**config.mk**
```make
export PLATFORM = sky130hd
export DESIGN_NAME = cordic_stream_ctrl
export DESIGN_NICKNAME = d
export VERILOG_FILES = /design/src/rtl/cordic_stream_ctrl.sv
export SDC_FILE = /design/constraint.sdc
export NUM_CORES = 1
export LEC_CHECK = 0
export ABC_CLOCK_PERIOD_IN_PS = 9300
export BUFFER_PORTS_ARGS = -buffer_cell sky130_fd_sc_hd__buf_4
export CAP_MARGIN = 20
export CORE_ASPECT_RATIO = 1.1
export CORE_MARGIN = 2
export CORE_UTILIZATION = 36
export CTS_CLUSTER_DIAMETER = 100
export DETAILED_ROUTE_END_ITERATION = 8
export GPL_TIMING_DRIVEN = 0
export HOLD_SLACK_MARGIN = 0.1
export PLACE_DENSITY = 0.62
export SLEW_MARGIN = 10
export SYNTH_ARGS = -nofsm -noshare
export SYNTH_HDL_FRONTEND = slang
export SYNTH_SLANG_ARGS = --single-unit
```
**constraint.sdc**
```tcl
create_clock -name clk -period 9.3 [get_ports clk]
set_clock_uncertainty 0.2 [all_clocks]
set_input_delay 0.465 -clock clk [delete_from_list [all_inputs] [get_ports clk]]
set_output_delay 0.465 -clock clk [all_outputs]
set_load 0.1 [all_outputs]
```
**src/rtl/cordic_stream_ctrl.sv**
```systemverilog
// Credit-based stream wrapper around a fixed-latency, never-stalling CORDIC pipeline.
// Results land in a small circular FIFO; credits (in-flight + buffered) throttle in_ready.
module cordic_stream_ctrl #(
  parameter int LATENCY = 16,
  parameter int DEPTH   = 4
) (
  input  logic                         clk,
  input  logic                         rst,
  input  logic                         in_valid,
  output logic                         in_ready,
  input  logic [31:0]                  in_data,
  output logic [31:0]                  cordic_in,
  input  logic [31:0]                  cordic_out,
  output logic                         out_valid,
  input  logic                         out_ready,
  output logic [31:0]                  out_data,
  output logic [$clog2(DEPTH+1)-1:0]   occupancy
);

  localparam int OCC_W = $clog2(DEPTH + 1);
  localparam int PTR_W = (DEPTH > 1) ? $clog2(DEPTH) : 1;
  localparam logic [OCC_W-1:0] DEPTH_C  = OCC_W'(DEPTH);
  localparam logic [PTR_W-1:0] PTR_LAST = PTR_W'(DEPTH - 1);

  // Handshakes: a word moves when valid && ready at a rising edge; the source
  // holds data stable while valid && !ready, and ready never depends on valid.
  logic             accept;
  logic             push;
  logic             pop;

  logic [LATENCY:0] tag_q,      tag_d;
  logic [OCC_W-1:0] inflight_q, inflight_d;
  logic [OCC_W-1:0] count_q,    count_d;
  logic [PTR_W-1:0] wr_ptr_q,   wr_ptr_d;
  logic [PTR_W-1:0] rd_ptr_q,   rd_ptr_d;
  logic [31:0]      cordic_in_q, cordic_in_d;
  logic [OCC_W-1:0] occ_sum;
  logic [31:0]      mem_q [DEPTH];

  function automatic logic [PTR_W-1:0] ptr_inc(input logic [PTR_W-1:0] p);
    return (p == PTR_LAST) ? '0 : p + 1'b1;
  endfunction

  // Credits come from registered counts only, so a pop frees a slot one cycle later.
  assign occ_sum   = inflight_q + count_q;
  assign in_ready  = rst && (occ_sum < DEPTH_C);
  assign occupancy = rst ? occ_sum : '0;
  assign out_valid = rst && (count_q != '0);
  assign out_data  = mem_q[rd_ptr_q];
  assign cordic_in = cordic_in_q;

  assign accept = in_valid && in_ready;
  assign push   = tag_q[LATENCY];
  assign pop    = out_valid && out_ready;

  always_comb begin
    tag_d       = {tag_q[LATENCY-1:0], accept};
    inflight_d  = inflight_q;
    count_d     = count_q;
    wr_ptr_d    = wr_ptr_q;
    rd_ptr_d    = rd_ptr_q;
    cordic_in_d = cordic_in_q;

    if (accept) cordic_in_d = in_data;

    case ({accept, push})
      2'b10:   inflight_d = inflight_q + 1'b1;
      2'b01:   inflight_d = inflight_q - 1'b1;
      default: inflight_d = inflight_q;
    endcase

    case ({push, pop})
      2'b10:   count_d = count_q + 1'b1;
      2'b01:   count_d = count_q - 1'b1;
      default: count_d = count_q;
    endcase

    if (push) wr_ptr_d = ptr_inc(wr_ptr_q);
    if (pop)  rd_ptr_d = ptr_inc(rd_ptr_q);
  end

  always_ff @(posedge clk) begin
    if (!rst) begin
      tag_q       <= '0;
      inflight_q  <= '0;
      count_q     <= '0;
      wr_ptr_q    <= '0;
      rd_ptr_q    <= '0;
      cordic_in_q <= '0;
    end else begin
      tag_q       <= tag_d;
      inflight_q  <= inflight_d;
      count_q     <= count_d;
      wr_ptr_q    <= wr_ptr_d;
      rd_ptr_q    <= rd_ptr_d;
      cordic_in_q <= cordic_in_d;
    end
  end

  // Storage needs no reset: the count alone decides which words are meaningful.
  always_ff @(posedge clk) begin
    if (rst && push) mem_q[wr_ptr_q] <= cordic_out;
  end

`ifndef SYNTHESIS
  push_when_full_a: assert property (@(posedge clk) disable iff (!rst)
    !(push && (count_q == DEPTH_C)))
    else $error("cordic_stream_ctrl: push into full result FIFO");

  occupancy_bound_a: assert property (@(posedge clk) disable iff (!rst)
    occ_sum <= DEPTH_C)
    else $error("cordic_stream_ctrl: occupancy above DEPTH");
`endif

endmodule

```
Word level (Yosys, flattened, before mapping):

Memories as Yosys holds them, arrays and structs flattened. A register that Yosys moved wholly into a read port is not among the register bits.
Cells that the tools add are included.

* register bits after elaboration: 59
* RAM bits: 128
* input bits: 68
* output and inout port bits: 69
* logic and storage cells: 38
* memories kept: 1

Memories
* mem_q: words 4, width 32, read ports 1, clocked after memory_dff 1, write ports 1, line 38 `logic [31:0] mem_q [DEPTH];`

* add/subtract/negate cells: 7
* magnitude comparators: 1
* equality and inequality tests: 6
* mux-type cells: 9
* reductions and logical operators: 8

Operators with widths (count)
* one-hot mux 3 bit (2 select lines): 2
* equality test 2 bit (second input constant): 4
* 2-to-1 mux 2 bit: 4
* adder 3 x 1 -> 3 bit (second input constant): 2
* subtractor 3 x 1 -> 3 bit (second input constant): 2
* logical AND 1 bit: 5
* adder 2 x 1 -> 2 bit (second input constant): 2
* equality test 2 x 1 -> 1 bit (second input constant): 2
* nonzero test 2 bit: 2
* adder 3 bit: 1
* less-than comparator 3 bit (second input constant): 1
* 2-to-1 mux 3 bit: 1
* nonzero test 3 bit: 1
* 2-to-1 mux 1 bit: 2

Depth between registers and ports, before layout:

* depth in word-level cells: 6
* depth in mapped cells: 13
* gate-level depth less buffers: 12

Worst setup path before layout:

Ideal clock, no wire load.

* path kind: register -> output
* from: register count_q[0]
* to: output port in_ready
* data arrival time: 2499 ps
* required time: 8635 ps
* setup slack: 6136 ps
* cell stages (with the launch flop): 6
* cells stage by stage: dfxtp_1 ha_1 inv_1 fa_1 xnor3_2 nor2_1

* longest elaborated chain between the ends: 3

Ends and longest elaborated chain
* start: declaration: line 33 `logic [OCC_W-1:0] count_q, count_d;`
* start signal: assignment: line 93 `count_q <= count_d;`
* adder 3 bit: line 45 `assign occ_sum = inflight_q + count_q;`
* less-than comparator 3 bit: line 46 `assign in_ready = rst && (occ_sum < DEPTH_C);`
* logical AND 1 bit: line 46
* end: declaration: line 10 `output logic in_ready,`

Every way passes these cells.

Worst setup path in the final report:

* from: register count_q[0]
* to: register inflight_q[2]

* longest elaborated chain between the ends: 6
* elaborated cells on any way between the ends: 8
* classes of those cells: 1 x add/sub; 1 x order compare; 2 x eq/ne; 1 x mux; 3 x reduce/logical

Ends and longest elaborated chain
* adder 3 bit (*): line 45
* less-than comparator 3 bit (*): line 46
* logical AND 1 bit (*): line 46
* logical AND 1 bit (*): line 52 `assign accept = in_valid && in_ready;`
* equality test 2 x 1 -> 1 bit / equality test 2 bit (equally long branches): line 66 `case ({accept, push})`
* one-hot mux 3 bit (2 select lines) / nonzero test 2 bit (equally long branches)
* end signal: assignment: line 92 `inflight_q <= inflight_d;`
* end: declaration: line 32 `logic [OCC_W-1:0] inflight_q, inflight_d;`

Every way passes the cells marked *; elsewhere a longest branch is shown, timed or not.
A chain may end at the register's enable or synchronous reset.

==> results by group <==
Global route
  • Met1 usage: 16.8%
  • Largest net degree at the start of global routing: 28
  • M3 GR Usage: 4.14%
  • Wire length of the first global-routing pass: 22000 µm
  • Initial antenna violation count: 0
  • Total track usage: 14.3%
  • Number of global-route vias before repair: 4422
  • Busiest grt layer: met2
  • Grt total ovfl: 0
  • GR met2 Demand/Resource: 24.6%

Route
  • Antenna Violating Nets Remaining: 0
  • DRC: 0
  • Wirelength, routed: 14100 µm
  • First DRT Iteration DRCs: 84
  • Via count: 4077
  • Drt wl/cell: 15.8 µm
  • Vias per cell: 4.56
  • Iteration count of the initial detailed-routing pass: 4

Floorplanning
  • I/O Pins: 137
  • Die Width: 137 µm
  • CORE AREA: 19200 µm²
  • Die area: 20700 µm²
  • Initial Util: 36.7%
  • Floorplan row count: 53
  • Die height: 151 µm

Worst setup path
  • CP Max Fanout: 10
  • Kind of critical path: reg -> reg
  • Crit start category: register
  • FF-to-FF path depth: 13
  • Endpoint class of the critical path: register
  • WP data required: 9.45 ns
  • CP arrival: 3.35 ns
  • R2r setup slk: 6.10 ns

Timing
  • Worst Tran Pin Value: 0.668 ns
  • Max-slew violation count: 0
  • Maximum achievable frequency: 313 MHz
  • Setup_tns: 0 ns
  • Unrepaired setup endpoints after global routing: false
  • Slew headroom: 55.4%
  • Min Tclk post-route: 3.20 ns
  • Final setup fails: 0
  • Hold Violations, Final: 0
  • Final period util: 34.4%

Logic synthesis
  • Post-synth top cells: edfxtp_1 (128), dfxtp_1 (61), inv_1 (44)
  • Prevailing post-synth register cell: edfxtp_1
  • Syn Area/Cell: 16.9 µm²
  • Synth warnings: 0
  • Async SR Flop Fraction: 0%
  • Synth Net Count: 496
  • Top post-synthesis cells by area: edfxtp_1 (55%), dfxtp_1 (17%), mux4_2 (10%), mux2i_1 (4.7%), inv_1 (2.3%)
  • Synth area leader: edfxtp_1
  • Register area share after synthesis: 71.9%
  • Count of unique library cells instantiated by Yosys: 25
  • Synthesized cell area: 7040 µm²
  • Top-count cell post-synth: edfxtp_1
  • Syn Inst Count: 417
  • Synth top area share: 54.6%
  • Synthesis-stage register bit count: 189
  • EDFF count, synth: 128

Clock tree
  • Root buf cell: clkbuf_16
  • H-tree depth: 4
  • CTS tree: yes
  • Clock slew at reported path FFs: 0.07 ns
  • Clk sinks: 189
  • Cts bufs inserted: 17
  • Post-CTS Resized: 0
  • Clk_lat worst skew: 0.42 ns
  • CTS max path bufs: 2

Flow run
  • Maxcap violations: 0

Min path
  • Min-Delay Path Depth: 3
  • Hold WC Path Type: in -> reg

Final layout
  • N_diodes: 0
  • P&R area growth vs syn: 37.3%
  • Nets: 716
  • Layout cells sized above 1: 33.3%

Power and ir drop
  • Total power: 1.83 mW
  • Leak: 3.69 nW
  • Pwr dens: 189 nW/µm²
  • Max rail drop VDD: 0.121 mV

Outcome
  • Outcome: completed

Placed design
  • Routability cong.: 0.741
  • Number of I/O port buffers: 136
  • Detailed placer's ending HPWL: 9530 µm
[power breakdown]
group	internal, mW	switching, mW
Sequential	0.908	0.00750
Combinational	0.0621	0.120
Clock	0.424	0.308
Total	1.39	0.436
[path summary, 6_finish.rpt]
kind,to,startpoint
worst max-delay path,inflight_q[2],count_q[0]
worst min-delay path,cordic_in[26],in_data[26]
worst max register to register,inflight_q[2],count_q[0]
worst min register to register,tag_q[10],tag_q[9]
[critical path, stage by stage, from the launching register on]
cell	delay [ns]
dfxtp_1	0.43
ha_1	0.18
inv_1	0.05
fa_1	0.37
xnor3_2	0.33
nor2_8	0.10
buf_12	0.16
inv_1	0.06
ha_1	0.19
inv_1	0.06
fa_1	0.38
xor2_1	0.17
or3_1	0.32
a21oi_1	0.14
[per-layer routing]
| layer | vias to the layer above | wire [µm] |
|---|---|---|
| met5 | - | 0 |
| met4 | 0 | 206 |
| met3 | 16 | 898 |
| met2 | 132 | 7120 |
| met1 | 1992 | 5920 |
| li1 | 1937 | - |
[cells in the final DEF (no fill, tap or decap), types with 2 or more instances in the layout]
cell type,instances
nand2_1,38
and2_1,17
ha_1,8
and3_2,4
inv_8,2
inv_6,2
fa_1,3
clkbuf_1,11
xor2_1,4
nor2_1,11
clkinvlp_4,2
inv_1,44
bufinv_16,3
mux4_2,32
buf_12,6
o21ai_0,4
clkbuf_16,17
edfxtp_1,128
mux2i_1,33
buf_2,3
buf_4,136
dfxtp_1,61
or3_1,2
a21oi_1,5
dlygate4sd3_1,61
[kinds of logic after synthesis]
logic type,after synthesis,share of synthesized area (%)
adder cells (fa/ha/maj),11,2.27
XOR/XNOR,5,0.835
flip-flops,189,71.9
AO/OA/AOI/OAI,10,0.800
AND/OR/NAND/NOR,76,5.22
buffers and inverters,61,4.00
multiplexers,65,14.9
[sequential cells by signal, indices dropped and copies added (netlist names), named ones only]
signal / cells
inflight_q: 3
count_q: 3
cordic_in: 32
rd_ptr_q: 2
wr_ptr_q: 2
tag_q: 17
mem_q: 128
[cell type report]
type | instances | area (µm²)
buffer | 17 | 116
clock buffer | 18 | 429
clock inverter | 12 | 164
fill | 1546 | 9500
inverter | 44 | 165
multi-input combinational | 167 | 1700
sequential | 189 | 5060
tap | 247 | 309
timing repair buffer | 201 | 1720
[repair_timing]
action / CTS / global route
hold endpoints to repair: 157 / 0
hold buffers: 61 / 0
setup buffers: 0 / 0
[through the flow]
stage | utilization [%] | std cells | setup WS (ns) | hold slack, ns | area [µm²]
after floorplan | - | 417 | 6.14 | 0.212 | 7040
after global placement | 43.7 | 800 | 6.09 | 0.220 | 8370
after detailed placement | 44.2 | 804 | 6.11 | 0.219 | 8460
after CTS | 50.4 | 895 | 6.09 | 0.104 | 9670
after global routing | 50.4 | 895 | 5.92 | 0.112 | 9670
final | 50.4 | 895 | 6.10 | 0.115 | 9670
Note: power is estimated with default switching activity, not from simulation.
